[src/rtl/riscv_pkg.sv]
// -----------------------------------------------------------------------------
// riscv_pkg
// Shared definitions for the RV32I decode stage: opcode constants, the
// immediate-format enum, ALU-op encodings, the canonical NOP word, the ID/EX
// bundle type and two small decode helpers.
// No ports (package).
// -----------------------------------------------------------------------------
package riscv_pkg;

  // Canonical RV32I no-op: addi x0, x0, 0
  localparam logic [31:0] RV_NOP = 32'h0000_0013;

  // Major opcodes (instr[6:0])
  localparam logic [6:0] OPC_OP     = 7'b0110011;
  localparam logic [6:0] OPC_OP_IMM = 7'b0010011;
  localparam logic [6:0] OPC_LOAD   = 7'b0000011;
  localparam logic [6:0] OPC_STORE  = 7'b0100011;
  localparam logic [6:0] OPC_BRANCH = 7'b1100011;
  localparam logic [6:0] OPC_JAL    = 7'b1101111;
  localparam logic [6:0] OPC_JALR   = 7'b1100111;
  localparam logic [6:0] OPC_LUI    = 7'b0110111;
  localparam logic [6:0] OPC_AUIPC  = 7'b0010111;

  typedef enum logic [2:0] {
    IMM_NONE = 3'd0,
    IMM_I    = 3'd1,
    IMM_S    = 3'd2,
    IMM_B    = 3'd3,
    IMM_U    = 3'd4,
    IMM_J    = 3'd5
  } imm_fmt_e;

  // ALU_LUI passes operand B through; ALU_AUIPC tells EX to add B to the PC.
  typedef enum logic [3:0] {
    ALU_ADD   = 4'd0,
    ALU_SUB   = 4'd1,
    ALU_SLL   = 4'd2,
    ALU_SLT   = 4'd3,
    ALU_SLTU  = 4'd4,
    ALU_XOR   = 4'd5,
    ALU_SRL   = 4'd6,
    ALU_SRA   = 4'd7,
    ALU_OR    = 4'd8,
    ALU_AND   = 4'd9,
    ALU_LUI   = 4'd10,
    ALU_AUIPC = 4'd11
  } alu_op_e;

  // ID/EX register contents
  typedef struct packed {
    logic        valid;
    logic [31:0] pc;
    logic [31:0] pc4;
    logic [31:0] rs1_data;
    logic [31:0] rs2_data;
    logic [31:0] imm;
    logic [4:0]  rs1;
    logic [4:0]  rs2;
    logic [4:0]  rd;
    alu_op_e     alu_op;
    logic        alu_src;
    logic        mem_read;
    logic        mem_write;
    logic        reg_write;
    logic        mem_to_reg;
    logic        branch;
    logic        jump;
  } idex_t;

  // Sign-extended immediate for the given RV32I format
  function automatic logic [31:0] gen_imm(input logic [31:0] ins, input imm_fmt_e fmt);
    logic [31:0] imm;
    case (fmt)
      IMM_I:   imm = {{20{ins[31]}}, ins[31:20]};
      IMM_S:   imm = {{20{ins[31]}}, ins[31:25], ins[11:7]};
      IMM_B:   imm = {{19{ins[31]}}, ins[31], ins[7], ins[30:25], ins[11:8], 1'b0};
      IMM_U:   imm = {ins[31:12], 12'd0};
      IMM_J:   imm = {{11{ins[31]}}, ins[31], ins[19:12], ins[20], ins[30:21], 1'b0};
      default: imm = 32'd0;
    endcase
    return imm;
  endfunction

  // funct3/funct7 to ALU op; SUB exists only for register-register ops,
  // while instr[30] selects SRA/SRAI for both forms.
  function automatic alu_op_e alu_decode(input logic [2:0] funct3, input logic bit30,
                                         input logic is_reg);
    alu_op_e op;
    case (funct3)
      3'd0:    op = (is_reg && bit30) ? ALU_SUB : ALU_ADD;
      3'd1:    op = ALU_SLL;
      3'd2:    op = ALU_SLT;
      3'd3:    op = ALU_SLTU;
      3'd4:    op = ALU_XOR;
      3'd5:    op = bit30 ? ALU_SRA : ALU_SRL;
      3'd6:    op = ALU_OR;
      3'd7:    op = ALU_AND;
      default: op = ALU_ADD;
    endcase
    return op;
  endfunction

endpackage

[src/rtl/regfile.sv]
// -----------------------------------------------------------------------------
// regfile
// 32 x 32-bit register file, two combinational read ports, one write port.
// x0 always reads 0 and ignores writes. Contents clear on reset.
// Optional macro DECODE_BYPASS_EN: a read of the register being written in
// the same cycle returns the write data instead of the stored value.
// Ports:
//   clk, reset             clock, asynchronous active-high reset
//   i_rs1_addr/i_rs2_addr  read addresses
//   o_rs1_data/o_rs2_data  read data
//   i_we, i_wr_addr, i_wr_data  write port (takes effect on rising clk)
// -----------------------------------------------------------------------------
module regfile (
  input  logic        clk,
  input  logic        reset,
  input  logic [4:0]  i_rs1_addr,
  input  logic [4:0]  i_rs2_addr,
  output logic [31:0] o_rs1_data,
  output logic [31:0] o_rs2_data,
  input  logic        i_we,
  input  logic [4:0]  i_wr_addr,
  input  logic [31:0] i_wr_data
);

  logic [31:0] r_mem [32];
  logic [31:0] w_rs1_data;
  logic [31:0] w_rs2_data;

  // Storage: clear on reset, write on rising edge except to x0
  always_ff @(posedge clk or posedge reset) begin
    if (reset) begin
      for (int k = 0; k < 32; k++) begin
        r_mem[k] <= 32'd0;
      end
    end else if (i_we && (i_wr_addr != 5'd0)) begin
      r_mem[i_wr_addr] <= i_wr_data;
    end
  end

  // Read port 1
  always_comb begin
    if (i_rs1_addr == 5'd0) begin
      w_rs1_data = 32'd0;
    end
`ifdef DECODE_BYPASS_EN
    else if (i_we && (i_wr_addr == i_rs1_addr)) begin
      w_rs1_data = i_wr_data;
    end
`endif
    else begin
      w_rs1_data = r_mem[i_rs1_addr];
    end
  end

  // Read port 2
  always_comb begin
    if (i_rs2_addr == 5'd0) begin
      w_rs2_data = 32'd0;
    end
`ifdef DECODE_BYPASS_EN
    else if (i_we && (i_wr_addr == i_rs2_addr)) begin
      w_rs2_data = i_wr_data;
    end
`endif
    else begin
      w_rs2_data = r_mem[i_rs2_addr];
    end
  end

  assign o_rs1_data = w_rs1_data;
  assign o_rs2_data = w_rs2_data;

endmodule

[src/rtl/decode_stage.sv]
// -----------------------------------------------------------------------------
// decode_stage
// RV32I instruction decode: control/immediate generation, register-file read,
// load-use hazard detection and the ID/EX pipeline register.
// Optional macro DECODE_BYPASS_EN (passed into regfile): same-cycle write-back
// bypass on register reads.
// Ports:
//   clk, reset                   clock, asynchronous active-high reset
//   instr, PC_n                  instruction and its PC+4 from IF_ID
//   flush                        squash the instruction entering EX
//   wb_en, wb_rd, wb_data        register-file write-back port
//   stall                        combinational load-use stall (hold PC/IF_ID)
//   ex_*                         ID/EX register outputs
// -----------------------------------------------------------------------------
module decode_stage
  import riscv_pkg::*;
#(
  parameter int unsigned XLEN      = 32,
  parameter logic [31:0] NOP_INSTR = RV_NOP
) (
  input  logic            clk,
  input  logic            reset,
  input  logic [31:0]     instr,
  input  logic [XLEN-1:0] PC_n,
  input  logic            flush,
  input  logic            wb_en,
  input  logic [4:0]      wb_rd,
  input  logic [XLEN-1:0] wb_data,
  output logic            stall,
  output logic            ex_valid,
  output logic [XLEN-1:0] ex_pc,
  output logic [XLEN-1:0] ex_pc4,
  output logic [XLEN-1:0] ex_rs1_data,
  output logic [XLEN-1:0] ex_rs2_data,
  output logic [XLEN-1:0] ex_imm,
  output logic [4:0]      ex_rs1,
  output logic [4:0]      ex_rs2,
  output logic [4:0]      ex_rd,
  output logic [3:0]      ex_alu_op,
  output logic            ex_alu_src,
  output logic            ex_mem_read,
  output logic            ex_mem_write,
  output logic            ex_reg_write,
  output logic            ex_mem_to_reg,
  output logic            ex_branch,
  output logic            ex_jump
);

  idex_t    r_idex;
  idex_t    w_next;

  logic     w_supported;
  logic     w_use_rs1;
  logic     w_use_rs2;
  logic     w_has_rd;
  imm_fmt_e w_fmt;
  alu_op_e  w_alu_op;
  logic     w_alu_src;
  logic     w_mem_read;
  logic     w_mem_write;
  logic     w_mem_to_reg;
  logic     w_branch;
  logic     w_jump;

  logic [4:0]  w_rs1_idx;
  logic [4:0]  w_rs2_idx;
  logic [31:0] w_rs1_data;
  logic [31:0] w_rs2_data;
  logic        w_load_use;
  logic        w_bubble;

  // Opcode classification and control bundle
  always_comb begin
    w_supported  = 1'b1;
    w_use_rs1    = 1'b0;
    w_use_rs2    = 1'b0;
    w_has_rd     = 1'b0;
    w_fmt        = IMM_NONE;
    w_alu_op     = ALU_ADD;
    w_alu_src    = 1'b0;
    w_mem_read   = 1'b0;
    w_mem_write  = 1'b0;
    w_mem_to_reg = 1'b0;
    w_branch     = 1'b0;
    w_jump       = 1'b0;
    case (instr[6:0])
      OPC_OP: begin
        w_use_rs1 = 1'b1;
        w_use_rs2 = 1'b1;
        w_has_rd  = 1'b1;
        w_alu_op  = alu_decode(instr[14:12], instr[30], 1'b1);
      end
      OPC_OP_IMM: begin
        w_use_rs1 = 1'b1;
        w_has_rd  = 1'b1;
        w_fmt     = IMM_I;
        w_alu_src = 1'b1;
        w_alu_op  = alu_decode(instr[14:12], instr[30], 1'b0);
      end
      OPC_LOAD: begin
        w_use_rs1    = 1'b1;
        w_has_rd     = 1'b1;
        w_fmt        = IMM_I;
        w_alu_src    = 1'b1;
        w_mem_read   = 1'b1;
        w_mem_to_reg = 1'b1;
      end
      OPC_STORE: begin
        w_use_rs1   = 1'b1;
        w_use_rs2   = 1'b1;
        w_fmt       = IMM_S;
        w_alu_src   = 1'b1;
        w_mem_write = 1'b1;
      end
      OPC_BRANCH: begin
        w_use_rs1 = 1'b1;
        w_use_rs2 = 1'b1;
        w_fmt     = IMM_B;
        w_alu_op  = ALU_SUB;
        w_branch  = 1'b1;
      end
      OPC_JAL: begin
        w_has_rd = 1'b1;
        w_fmt    = IMM_J;
        w_jump   = 1'b1;
      end
      OPC_JALR: begin
        w_use_rs1 = 1'b1;
        w_has_rd  = 1'b1;
        w_fmt     = IMM_I;
        w_alu_src = 1'b1;
        w_jump    = 1'b1;
      end
      OPC_LUI: begin
        w_has_rd  = 1'b1;
        w_fmt     = IMM_U;
        w_alu_src = 1'b1;
        w_alu_op  = ALU_LUI;
      end
      OPC_AUIPC: begin
        w_has_rd  = 1'b1;
        w_fmt     = IMM_U;
        w_alu_src = 1'b1;
        w_alu_op  = ALU_AUIPC;
      end
      default: begin
        w_supported = 1'b0;
      end
    endcase
  end

  // Only registers the instruction really reads get a non-zero index, so
  // immediate fields that alias rs1/rs2 never fake a hazard or a forward.
  assign w_rs1_idx = w_use_rs1 ? instr[19:15] : 5'd0;
  assign w_rs2_idx = w_use_rs2 ? instr[24:20] : 5'd0;

  regfile u_regfile (
    .clk        (clk),
    .reset      (reset),
    .i_rs1_addr (w_rs1_idx),
    .i_rs2_addr (w_rs2_idx),
    .o_rs1_data (w_rs1_data),
    .o_rs2_data (w_rs2_data),
    .i_we       (wb_en),
    .i_wr_addr  (wb_rd),
    .i_wr_data  (wb_data)
  );

  // Load in EX whose result the current instruction needs; bubbles carry
  // rd=0 so they never match.
  assign w_load_use = r_idex.valid & r_idex.mem_read & (r_idex.rd != 5'd0) &
                      ((r_idex.rd == w_rs1_idx) | (r_idex.rd == w_rs2_idx));
  assign stall      = w_load_use & ~flush;
  assign w_bubble   = flush | w_load_use | ~w_supported;

  // Next ID/EX contents: decoded instruction or a bubble
  always_comb begin
    w_next = '0;
    if (w_bubble) begin
      // Bubble: invalid, all controls/indices zero; immediate is the NOP's
      w_next.imm = gen_imm(NOP_INSTR, IMM_I);
    end else begin
      w_next.valid      = 1'b1;
      w_next.pc         = PC_n - 32'd4;
      w_next.pc4        = PC_n;
      w_next.rs1_data   = w_rs1_data;
      w_next.rs2_data   = w_rs2_data;
      w_next.imm        = gen_imm(instr, w_fmt);
      w_next.rs1        = w_rs1_idx;
      w_next.rs2        = w_rs2_idx;
      w_next.rd         = w_has_rd ? instr[11:7] : 5'd0;
      w_next.alu_op     = w_alu_op;
      w_next.alu_src    = w_alu_src;
      w_next.mem_read   = w_mem_read;
      w_next.mem_write  = w_mem_write;
      w_next.reg_write  = w_has_rd;
      w_next.mem_to_reg = w_mem_to_reg;
      w_next.branch     = w_branch;
      w_next.jump       = w_jump;
    end
  end

  // ID/EX pipeline register
  always_ff @(posedge clk or posedge reset) begin
    if (reset) begin
      r_idex <= '0;
    end else begin
      r_idex <= w_next;
    end
  end

  assign ex_valid      = r_idex.valid;
  assign ex_pc         = r_idex.pc;
  assign ex_pc4        = r_idex.pc4;
  assign ex_rs1_data   = r_idex.rs1_data;
  assign ex_rs2_data   = r_idex.rs2_data;
  assign ex_imm        = r_idex.imm;
  assign ex_rs1        = r_idex.rs1;
  assign ex_rs2        = r_idex.rs2;
  assign ex_rd         = r_idex.rd;
  assign ex_alu_op     = r_idex.alu_op;
  assign ex_alu_src    = r_idex.alu_src;
  assign ex_mem_read   = r_idex.mem_read;
  assign ex_mem_write  = r_idex.mem_write;
  assign ex_reg_write  = r_idex.reg_write;
  assign ex_mem_to_reg = r_idex.mem_to_reg;
  assign ex_branch     = r_idex.branch;
  assign ex_jump       = r_idex.jump;

endmodule
[config.mk]
export PLATFORM = sky130hd
export DESIGN_NAME = decode_stage
export DESIGN_NICKNAME = d
export VERILOG_FILES = /design/src/rtl/riscv_pkg.sv /design/src/rtl/regfile.sv /design/src/rtl/decode_stage.sv
export SDC_FILE = /design/constraint.sdc
export NUM_CORES = 2
export LEC_CHECK = 0
export BUFFER_PORTS_ARGS = -buffer_cell sky130_fd_sc_hd__buf_4
export CAP_MARGIN = 20
export CORE_MARGIN = 1.5
export CORE_UTILIZATION = 65
export CTS_CLUSTER_SIZE = 30
export DETAILED_ROUTE_END_ITERATION = 10
export GPL_ROUTABILITY_DRIVEN = 0
export PLACE_DENSITY = 0.8
export SLEW_MARGIN = 25
export SYNTH_ARGS = -nofsm -noshare
export SYNTH_HDL_FRONTEND = slang
export SYNTH_SLANG_ARGS = --single-unit
[constraint.sdc]
create_clock -name clk -period 69.7 [get_ports clk]
set_clock_uncertainty 0.05 [all_clocks]
set_input_delay 13.94 -clock clk [delete_from_list [all_inputs] [get_ports clk]]
set_output_delay 13.94 -clock clk [all_outputs]
set_load 0.05 [all_outputs]
Word-level counts from Yosys, hierarchy flattened:

Index checks and enable logic that the tools add are counted.

* bits in registers: 1211
* bits of input ports: 105
* output and inout port bits: 188
* logic and storage cells: 137

* $add $sub $neg: 1
* order comparisons: 4
* equality and inequality tests: 23
* multiplexer cells: 33
* bitwise operators: 12
* reductions and logical operators: 15

Operators by type and width (number)
* bitwise mux 1024 bit: 1
* binary-select mux 32 bit (select 5 bit): 2
* two-way mux 32 bit: 8
* demux 32 bit (select 5 bit): 1
* one-hot mux 32 bit (5 select lines): 1
* two-way mux 129 bit: 1
* one-hot mux 4 bit (8 select lines): 2
* subtractor 32 x 3 -> 32 bit (second input constant): 1
* two-way mux 26 bit: 1
* equality test 7 x 6 -> 1 bit (second input constant): 3
* equality test 7 bit (second input constant): 3
* one-hot mux 4 bit (5 select lines): 1
* equality test 3 bit (second input constant): 6
* >= comparator 6 bit (second input constant): 3
* inverter 5 -> 6 bit: 3
* two-way mux 5 bit: 3
* one-hot mux 3 bit (5 select lines): 1
* equality test 7 x 5 -> 1 bit (second input constant): 2
* equality test 3 x 2 -> 1 bit (second input constant): 4
* OR reduction 6 bit: 2
* two-way mux 1 bit: 11
* equality test 5 bit: 2
* zero test 5 bit: 2
* nonzero test 5 bit: 2
* other kinds (12): 22

Longest topological paths before layout:

* word-level depth: 10
* gate-level depth with buffers: 11
* gate-level depth less buffers: 8

Cells and area by module:

Synthesis repeated with hierarchy kept, for this count alone.

* cell total of the unflattened synthesis: 4229
* area, all modules: 61883.1 sq um

Modules (own cells, without submodules)
* regfile: times used 1, cells each 3613, area an instance 54725.0 sq um, seq. area each 25624.6 sq um
* decode_stage: times used 1, cells each 616, area an instance 7158.1 sq um, seq. area each 4604.4 sq um

Worst setup path before layout:

Ideal clock, no wire load.

* path kind: input port to output port
* from: input port instr[5]
* to: output port stall
* arrival: 16100 ps
* data required time: 55710 ps
* path slack: 39610 ps
* stages on the path: 7
* buffers on the path: 2
* cells stage by stage: buf_2 a21boi_1 and2_1 buf_2 a22oi_1 or4_1 a21oi_1

* word-level cells in the longest chain between the ends: 8
* elaborated cells on any way between the ends: 17
* classes of those cells: eq/ne: 8; mux: 4; bitwise: 3; reduce/logical: 2

RTL lines
* start, declared: line decode_stage.sv:23 `input logic [31:0] instr,`
* equality test 7 x 5 -> 1 bit (tied with other cells): line decode_stage.sv:86 `case (instr[6:0])`
* OR reduction 6 bit (no line) or OR reduction 3 bit (tied branches)
* two-way mux 1 bit: line decode_stage.sv:86
* two-way mux 5 bit (on tied branches): line decode_stage.sv:154, decode_stage.sv:155
* equality test 5 bit: line decode_stage.sv:172 `((r_idex.rd == w_rs1_idx) | (r_idex.rd == w_rs2_idx));`
* OR 1 bit *: line decode_stage.sv:172
* bitwise AND 1 bit *: line decode_stage.sv:171 `assign w_load_use = r_idex.valid & r_idex.mem_read & (r_idex.rd != 5'd0) &`
* bitwise AND 1 bit *: line decode_stage.sv:173 `assign stall = w_load_use & ~flush;`
* end, declared: line decode_stage.sv:29 `output logic stall,`

Every way passes the cells marked *; elsewhere a longest branch is shown, timed or not.

Final worst setup path:

* from: input port instr[21]
* to: output port stall

* word-level cells in the longest chain between the ends: 5

RTL lines
* two-way mux 5 bit: line decode_stage.sv:155 `assign w_rs2_idx = w_use_rs2 ? instr[24:20] : 5'd0;`
* equality test 5 bit: line decode_stage.sv:172
* OR 1 bit: line decode_stage.sv:172
* bitwise AND 1 bit: line decode_stage.sv:171
* bitwise AND 1 bit: line decode_stage.sv:173

No other way between the ends.

==> impl_metrics.py <==
metrics = {
    "synthesis": {
        "synth_seq_cells": 1208,
        "synth.yosys.warnings": 0,
        "synth_async_sr_flop_share_pct": 100,
        "synth.net_count": 5460,
        "syn_avg_cell_area_sq_um": 11.7,
        "ys.flop_type": "dfrtp_1",
        "synth.yosys.seq_area_share_pct": 48.4,
        "synth_cell_type_count": 70,
        "netlist.area_leader.share_pct": 48.4,
        "synthesized_cell_area_sq_um": 62500,
        "post_synth_main_area_contributors": "dfrtp_1 48%, mux2_2 19%, mux2i_1 6.7%",
        "synth_cells": 5354,
        "synth_enable_flop_cells": 0,
        "post-synth-top-area-cell": "dfrtp_1",
    },
    "flow_run": {
        "max-cap-violations": 0,
    },
    "global_routing": {
        "grt_overflow_total": 0,
        "antenna_violations_before_repair": 5,
        "grt_pass1_wl_um": 309000,
        "first_global_vias": 49200,
        "track_usage_pct": 42.1,
        "grt_start_max_net_pins": 172,
    },
    "sta": {
        "timing.hold.ws_ns": 0.374,
        "setup_viol_count_final": 0,
        "slew_headroom_pct": 21.9,
        "grt_setup_unrepaired": "no",
        "max_clock_freq_mhz": 32.7,
        "final_hold_viol_count": 0,
        "fin_setup_tns_ns": 0,
        "worst_slack_ns": 39.08,
        "timing.final.crit_period_ns": 30.62,
        "fin_crit_sh_pct": 43.9,
        "final_max_slew_viol_count": 0,
        "timing_worst_slew_pin_value_ns": 1.17,
    },
    "critical_path": {
        "crit_path_max_incr_delay_ns": 0.75,
        "worstPathArrival_ns": 16.63,
        "cp_num_buf_inv": 3,
        "critical_path.startpoint": "instr[21]",
        "timing.critical_path.max_delay_family": "buffers and inverters",
        "cp-end-kind": "output port",
        "timing.rr.start": "ex_rd[1]",
        "critical_path_required_ns": 55.71,
        "critical_path.cell_chain": "buf_8 > buf_12 > a31oi_1 > o32a_1 > or4_1 > a21oi_1 > buf_4",
        "path_max_fanout": 146,
        "worstSetupPathType": "in2out",
        "critPathLaunchType": "input pin",
        "slowest_stage": "buf_12",
    },
    "place": {
        "place_ws_ns": 39.04,
        "port_buffers": 292,
        "dp_hpwl_um": 113000,
        "area_of_placed_instances_sq_um": 65300,
    },
    "pwr": {
        "p_sw_share_pct": 26.8,
        "p_int_mw": 1.40,
        "power_frac_comb_pct": 15.7,
        "seq_power_share_pct": 47.3,
        "power.ir.vdd_worst_mv": 0.0223,
        "power.clock.fraction_pct": 37.0,
        "leakage_nw": 31.0,
        "power-per-cell-area_nw_per_um2": 27.4,
        "net_load_switching_power_mw": 0.512,
    },
    "floorplanning": {
        "floorplan.die_area_sq_um": 98000,
        "die_x_um": 313,
        "initial_core_util_pct": 65.7,
        "ios": 293,
        "die_height_um": 313,
        "core_area_sq_um": 95200,
        "fp-row-count": 113,
    },
    "detailed_routing": {
        "dr_wl_met3_um": 27800,
        "remaining_drc_errors": 0,
        "final_antenna_net_count": 0,
        "drt-initial-drc-count": 6999,
        "highest-signal-layer": "met5",
        "wl_um": 209000,
        "via_per_inst": 7.41,
        "post_drt_wl_per_cell_um": 31.3,
        "dr_wl_met2_um": 91100,
        "vias": 49500,
        "drt-met1-wl_um": 75700,
        "drt_first_pass_iters": 9,
    },
    "layout": {
        "synthToLayoutAreaGrowth_pct": 11.6,
        "most-common-layout-cells": "1,208 x dfrtp_1, 1,058 x mux2_2, 437 x a21oi_1",
        "final_layout_size_suffix_gt1_share_pct": 33.9,
        "fill_cells": 6315,
        "layout_commonest_cell": "dfrtp_1",
        "stdcell_area_sq_um": 69700,
        "utilization_pct": 73.3,
        "nNetsFinal": 5409,
    },
    "clock_tree": {
        "holdBufCountCts": 0,
        "cts.root.buffer_cell": "clkbuf_16",
        "cts_tree": "yes",
        "setup_buffers_after_cts": 0,
        "clk_path_buf_depth": 3,
        "cts_num_sinks": 1208,
        "clock_insertion_delay_worst_skew_ns": 0.73,
        "cts.clk_slew.worst_paths_ns": 0.06,
        "cts_max_level": 3,
        "cts_made_buffers": 121,
        "post_cts.resized_instances": 0,
    },
    "hold_path": {
        "timing.hold.worst.class": "reg2reg",
        "hold_path_startpoint": "u_regfile.r_mem[1022]",
    },
    "status": {
        "run_status": "completed",
    },
}
## layout make-up
type | count | area, sq um | area share, %
diodes | 2 | 5.00 | 0.00718
clock buffers | 177 | 3570 | 5.12
clock inverters | 51 | 746 | 1.07
inverters | 18 | 75.1 | 0.108
multi-input cells | 3551 | 30300 | 43.4
flip-flops and latches | 1208 | 30200 | 43.4
well taps | 1265 | 1580 | 2.27
repair buffers | 403 | 3220 | 4.62
## final timing paths
check / depth (start not counted) / slack, ns / to
setup / recovery: 7 / 39.08 / stall
hold / removal: 0 / 0.37 / u_regfile.r_mem[1022]
setup reg to reg: 10 / 65.67 / ex_rs2_data[18]
hold reg to reg: 0 / 0.37 / u_regfile.r_mem[1022]
max in group asynchronous: 8 / 51.88 / u_regfile.r_mem[1002]
min in group asynchronous: 2 / 13.27 / ex_pc[13]
## state kept, by name, summed over array words and instances (netlist names), 5 cells and up
signal / cells
u_regfile.r_mem: 1024
ex_imm: 32
ex_pc4: 32
ex_rs1_data: 32
ex_rs2_data: 32
ex_pc: 30
ex_rd: 5
ex_rs1: 5
ex_rs2: 5
## through the flow
| step | instances | power [mW] |
|---|---|---|
| after global routing | 6674 | 1.98 |
| after detailed placement | 6442 | 1.20 |
| after CTS | 6670 | 1.90 |
| final | 6675 | 1.91 |
| after floorplan | 5354 | 1.12 |
| after global placement | 6439 | 1.18 |
## synthesized netlist by cell type (9+ instances only)
cell / number
nor3_1: 13
o2111ai_1: 16
a221oi_1: 34
inv_1: 17
o211ai_1: 22
nand3_1: 53
a21oi_1: 438
buf_2: 48
mux4_2: 98
buf_1: 85
o22ai_1: 147
a211oi_1: 121
xnor2_1: 17
and2_1: 39
mux2_2: 1058
dfrtp_1: 1208
xor2_1: 10
a2111oi_0: 12
a31oi_1: 27
a2bb2oi_1: 24
a21o_1: 42
nor2b_1: 15
nand2_1: 270
a221o_1: 47
o32ai_1: 34
or3_1: 12
nor2_1: 174
mux2i_1: 418
o21ai_0: 187
and3_1: 12
o221ai_1: 123
nand3b_1: 9
clkbuf_1: 441
## worst register-to-register path, cell delays in order (launching register included)
cell	delay (ns)
dfrtp_1	0.49
nor4bb_1	0.33
a31oi_1	0.08
o32a_1	0.22
or4_1	0.55
nand3_2	0.09
buf_4	0.59
inv_2	0.23
o311ai_4	0.14
buf_4	0.70
a21oi_1	0.33
## power by group through the flow
stage          combinational, mW  clock, mW  sequential, mW
2_1_floorplan              0.233          0           0.889
3_3_place_gp               0.281          0           0.901
3_5_place_dp               0.292          0           0.910
4_1_cts                    0.295      0.708           0.899
5_1_grt                    0.321      0.739           0.916
6_report                   0.299      0.708           0.905
## routing by layer
| layer | up-vias | track usage, % |
|---|---|---|
| li1 | 19900 | - |
| met1 | 24800 | 54.8 |
| met3 | 994 | 13.2 |
| met4 | 4 | 26.3 |
| met2 | 3777 | 61.6 |
| met5 | - | 0 |
## cells by family (layout without fill, tap and decap cells)
| kind of cell | count (synthesis) | count (layout) | synth area share (%) |
|---|---|---|---|
| mux | 1574 | 1574 | 29.3 |
| compound gates | 1302 | 1302 | 13.5 |
| flops | 1208 | 1208 | 48.4 |
| simple gates | 647 | 647 | 4.75 |
| buf+inv | 595 | 649 | 3.69 |
| xor+xnor | 27 | 27 | 0.378 |
| fa+ha+maj | 1 | 1 | 0.0200 |
| other cells | 0 | 2 | 0 |
Power figures use the tool's default switching activity.
